[config.mk]
export PLATFORM = sky130hd
export DESIGN_NAME = mem_port_arbiter
export DESIGN_NICKNAME = d
export VERILOG_FILES = /design/src/rtl/mem_port_arbiter.sv
export SDC_FILE = /design/constraint.sdc
export NUM_CORES = 1
export LEC_CHECK = 0
export BUFFER_PORTS_ARGS = -buffer_cell sky130_fd_sc_hd__clkbuf_2
export CAP_MARGIN = 20
export CORE_MARGIN = 3
export CORE_UTILIZATION = 43
export DETAILED_ROUTE_END_ITERATION = 7
export PLACE_DENSITY = 0.74
export SETUP_SLACK_MARGIN = 0.02
export SYNTH_ARGS = -nofsm -noshare
export SYNTH_HDL_FRONTEND = slang
export SYNTH_SLANG_ARGS = --single-unit
[constraint.sdc]
create_clock -name clk -period 5.05 [get_ports clk]
set_input_delay 0.7575 -clock clk [delete_from_list [all_inputs] [get_ports clk]]
set_output_delay 0.7575 -clock clk [all_outputs]
set_load 0.02 [all_outputs]
[src/rtl/mem_port_arbiter.sv]
// Round-robin arbiter sharing one memory-controller port between instruction fetch and data MMU.
// One transaction in flight: IDLE -> ISSUE (command pulse) -> WAIT (response/timeout) -> RESP (ready pulse).
module mem_port_arbiter #(
  parameter int TIMEOUT_CYCLES = 64
) (
  input  logic        clk,
  input  logic        reset,
  input  logic        if_read_enable,
  input  logic [31:0] if_address,
  output logic [31:0] if_data_out,
  output logic        if_mem_ready,
  input  logic        d_read_enable,
  input  logic        d_write_enable,
  input  logic [31:0] d_address,
  input  logic [31:0] d_data_in,
  output logic [31:0] d_data_out,
  output logic        d_mem_ready,
  input  logic        imc_mem_ready,
  input  logic [31:0] imc_data_out,
  output logic        imc_read_enable,
  output logic        imc_write_enable,
  output logic [31:0] imc_address,
  output logic [31:0] imc_data_in,
  output logic        bus_error,
  output logic        busy
);

  localparam int CW = (TIMEOUT_CYCLES > 0) ? $clog2(TIMEOUT_CYCLES + 1) : 1;
  localparam logic [CW-1:0] LIMIT = CW'(TIMEOUT_CYCLES);

  typedef enum logic [1:0] {IDLE, ISSUE, WAIT, RESP} state_t;
  typedef enum logic {PORT_IF = 1'b0, PORT_D = 1'b1} port_t;

  state_t        state;
  port_t         last_grant;
  port_t         grant;
  logic          write_op;
  logic [CW-1:0] count;

  logic if_req;
  logic d_req;
  logic pick_d;
  logic timed_out;

  assign if_req = if_read_enable;
  assign d_req  = d_read_enable | d_write_enable;
  // Under contention the port that did not win last time is served.
  assign pick_d = (if_req && d_req) ? (last_grant == PORT_IF) : d_req;
  assign timed_out = (TIMEOUT_CYCLES != 0) && (count == LIMIT);

  always_ff @(posedge clk or posedge reset) begin
    if (reset) begin
      state            <= IDLE;
      last_grant       <= PORT_D;
      grant            <= PORT_IF;
      write_op         <= 1'b0;
      count            <= '0;
      if_data_out      <= '0;
      if_mem_ready     <= 1'b0;
      d_data_out       <= '0;
      d_mem_ready      <= 1'b0;
      imc_read_enable  <= 1'b0;
      imc_write_enable <= 1'b0;
      imc_address      <= '0;
      imc_data_in      <= '0;
      bus_error        <= 1'b0;
      busy             <= 1'b0;
    end else begin
      if_mem_ready     <= 1'b0;
      d_mem_ready      <= 1'b0;
      bus_error        <= 1'b0;
      imc_read_enable  <= 1'b0;
      imc_write_enable <= 1'b0;
      case (state)
        IDLE: begin
          if (if_req || d_req) begin
            grant            <= pick_d ? PORT_D : PORT_IF;
            write_op         <= pick_d && d_write_enable;
            imc_address      <= pick_d ? d_address : if_address;
            imc_data_in      <= d_data_in;
            imc_read_enable  <= !(pick_d && d_write_enable);
            imc_write_enable <= pick_d && d_write_enable;
            busy             <= 1'b1;
            state            <= ISSUE;
          end
        end
        ISSUE: begin
          count <= '0;
          state <= WAIT;
        end
        WAIT: begin
          // Ready and error are raised on entry to RESP so they are registered pulses there.
          if (imc_mem_ready || timed_out) begin
            if (!write_op) begin
              if (grant == PORT_IF) if_data_out <= imc_mem_ready ? imc_data_out : '0;
              else                  d_data_out  <= imc_mem_ready ? imc_data_out : '0;
            end
            if_mem_ready <= (grant == PORT_IF);
            d_mem_ready  <= (grant == PORT_D);
            bus_error    <= !imc_mem_ready;
            state        <= RESP;
          end else if (count != {CW{1'b1}}) begin
            count <= count + CW'(1);
          end
        end
        RESP: begin
          last_grant <= grant;
          busy       <= 1'b0;
          state      <= IDLE;
        end
        default: state <= IDLE;
      endcase
    end
  end

endmodule
==> summary.md <==
| Metric | Value |
|---|---|
| R2R Path Start | `state[0]` |
| Synth unique cells | `38` |
| Mean post-synth cell area | `13.3 µm²` |
| CP arrival | `2770 ps` |
| Startpoint Class | `primary input` |
| Standard-cell row count | `42` |
| Clock sink count | `146` |
| Hold buffer count at cts | `0` |
| Clk root buf | `clkbuf_16` |
| Hold violation count in the final report | `0` |
| Initial DRC count | `295` |
| Hold wc startpoint | `write_op` |
| Core outline area | `13300 µm²` |
| Per-cell routed wire length | `17.0 µm` |
| Tcrit/Tclk final | `49.2%` |
| Vias in the first global route | `4628` |
| Peak Freq | `402 MHz` |
| # Post-CTS Setup Buffers | `0` |
| First-pass GRT wire length | `23100 µm` |
| Post-cts sizing count | `0` |
| Chip Height | `123 µm` |
| Final setup fails | `0` |
| Pleak | `4.15 nW` |
| Most frequent cells in the layout | `267 x clkbuf_2, 145 x dfrtp_1, 65 x a22o_1` |
| Status | `complete, no violations` |
| Critical Path End Type | `flop` |
| Largest net degree at the start of global routing | `97` |
| Drt drc | `0` |
| Clk pin slew, worst setup/hold paths | `60 ps` |
| Mapped Cells | `442` |
| Post-synth net total | `582` |
| Sequential element share of the synthesized area | `62.0%` |
| Antenna cells | `0` |
| CTS Buf Count | `17` |
| Fin. max-slew vios | `0` |
| Tightest Pin Transition | `896 ps` |
| Max FO, Critical Path | `88` |
| Hold slack | `467 ps` |
| Ys Warns | `0` |
| Die X | `123 µm` |
| Mapped Area | `5900 µm²` |
| Tmin final | `2490 ps` |
| Starting Density | `44.2%` |
| Nets | `844` |
| Routed via count | `4595` |
| HP Class | `flop to flop` |
| Most common cell after layout, fill and taps aside | `clkbuf_2` |
| Final WL | `15200 µm` |
| Worst skew pair latency | `420 ps` |
| Die Area | `15200 µm²` |
| Grt ovf | `0` |
| Maximum root-to-sink buffer count | `2` |
| ANT nets after route | `0` |
| Seq cells post-synth | `146` |
| Crit path from | `d_write_enable` |
| Placer Congestion | `0.801` |
| Unrepaired setup endpoints after global routing | `no` |
| Drt pass-1 iters | `4` |
| Share of layout cells above drive strength 1 | `43.9%` |
| Max-cap viol count | `0` |
| Required time worst endpoint | `5340 ps` |
| CTS tree | `yes` |
| PortBufs | `267` |
| Filler instances | `1088` |
| Relative slew margins | `40.3%` |
| Fin Clk Skew | `8.38 ps` |
| Power Density | `699 nW/µm²` |
| Max VDD drop | `349 µV` |
| GRT Resource Usage Total | `19.6%` |
| Drt via density | `5.15` |
| Initial antenna violation count | `0` |
| Setup TNS | `0 ps` |
| Area grow syn2layout | `34.4%` |
| CP Class | `primary input to flop` |
| HPWL Detailed | `10800 µm` |
| Ports | `268` |
| Max H-tree Level | `4` |
worst max-delay path, cell delays in order:
cell and delay [ps]:
clkbuf_2 120, nor3_1 350, nand2b_4 770, buf_4 350, mux2_1 350
final timing paths:
path	cells after the start	slack [ps]	end
max in group asynchronous	3	3350	imc_address[18]
min reg2reg	1	470	write_op
min	1	470	write_op
max	5	2560	imc_data_in[15]
max reg2reg	5	2700	imc_data_in[15]
min in group asynchronous	2	510	if_data_out[11]
through the flow:
step / instance area [µm²] / utilization, % / instances / total power [W] / setup slack, ps
floorplan: 5900 / - / 442 / 0.00353 / 371
global placement: 7330 / 54.9 / 861 / 0.00424 / 2170
finish: 7920 / 59.4 / 893 / 0.00554 / 2560
detailed placement: 7330 / 54.9 / 861 / 0.00433 / 2140
CTS: 7920 / 59.4 / 893 / 0.00561 / 2570
global route: 7920 / 59.4 / 893 / 0.00588 / 2440
routing by layer:
| layer | global-route usage, % | part of all wire [%] | wire, µm |
|---|---|---|---|
| met1 | 22.4 | 37 | 5700 |
| met2 | 34.8 | 52 | 7840 |
| met3 | 6.68 | 9.5 | 1450 |
| met4 | 6.16 | 1.5 | 233 |
| met5 | 0 | 0 | 0 |
power by group:
| part | switching [W] | internal, W | total, W | leakage (nW) |
|---|---|---|---|---|
| clock | 0.000521 | 0.000723 | 0.00124 | 0.284 |
| combinational | 0.00139 | 0.000874 | 0.00227 | 2.05 |
| sequential | 0.000322 | 0.00171 | 0.00203 | 1.81 |
| total | 0.00223 | 0.00330 | 0.00554 | 4.15 |
synth_stat cells:
cell	number	share of area, %
mux2i_1	34	5.8
buf_6	6	1.1
o21ai_1	35	3.0
nand3b_4	1	0.34
nor4_4	1	0.36
nor3_1	1	0.085
xnor2_1	1	0.15
buf_1	1	0.064
o22a_1	1	0.15
and4b_1	1	0.17
nand2_1	44	2.8
a21oi_1	3	0.25
nor3b_1	2	0.25
dfstp_2	1	0.45
o21ai_2	1	0.15
a31o_4	1	0.30
and3_1	4	0.42
a22oi_1	2	0.25
ha_1	6	1.3
buf_4	3	0.38
inv_1	10	0.64
buf_2	15	1.3
nand3_4	1	0.30
a31oi_1	1	0.11
nand3_1	2	0.17
mux2_1	34	6.5
a21o_1	2	0.25
and2b_1	1	0.13
mux2_2	1	0.19
dfrtp_1	145	62
nor2_1	3	0.19
nand4_1	3	0.32
a211oi_1	1	0.13
o2111ai_1	1	0.15
clkbuf_1	4	0.25
a22o_1	65	9.7
nand2b_1	3	0.32
o211a_2	1	0.17
logic make-up after synthesis:
family                   count (synthesis)  share of synthesized area, %
AO/OA/AOI/OAI                          114                          14.5
XOR/XNOR                                 1                         0.149
adder cells (fa/ha/maj)                  6                          1.27
buffers and inverters                   39                          3.76
flip-flops                             146                          62.0
multiplexers                            69                          12.5
AND/OR/NAND/NOR                         67                          5.86
layout make-up:
cell class	count	area, µm²	area share (%)
Sequential cell	146	3650	46.1
Clock buffer	19	453	5.72
Inverter	10	42.5	0.537
Timing Repair Buffer	272	1370	17.3
Clock inverter	13	141	1.78
Tap cell	176	220	2.78
Multi-Input combinational cell	257	2040	25.7
sequential cells by signal (all words and copies together), names as in the netlist:
register	cells
bus_error	1
busy	1
count	7
d_data_out	32
d_mem_ready	1
grant	1
if_data_out	32
if_mem_ready	1
imc_address	32
imc_data_in	32
imc_read_enable	1
imc_write_enable	1
last_grant	1
state	2
write_op	1
(Power assumes the default switching activity.)
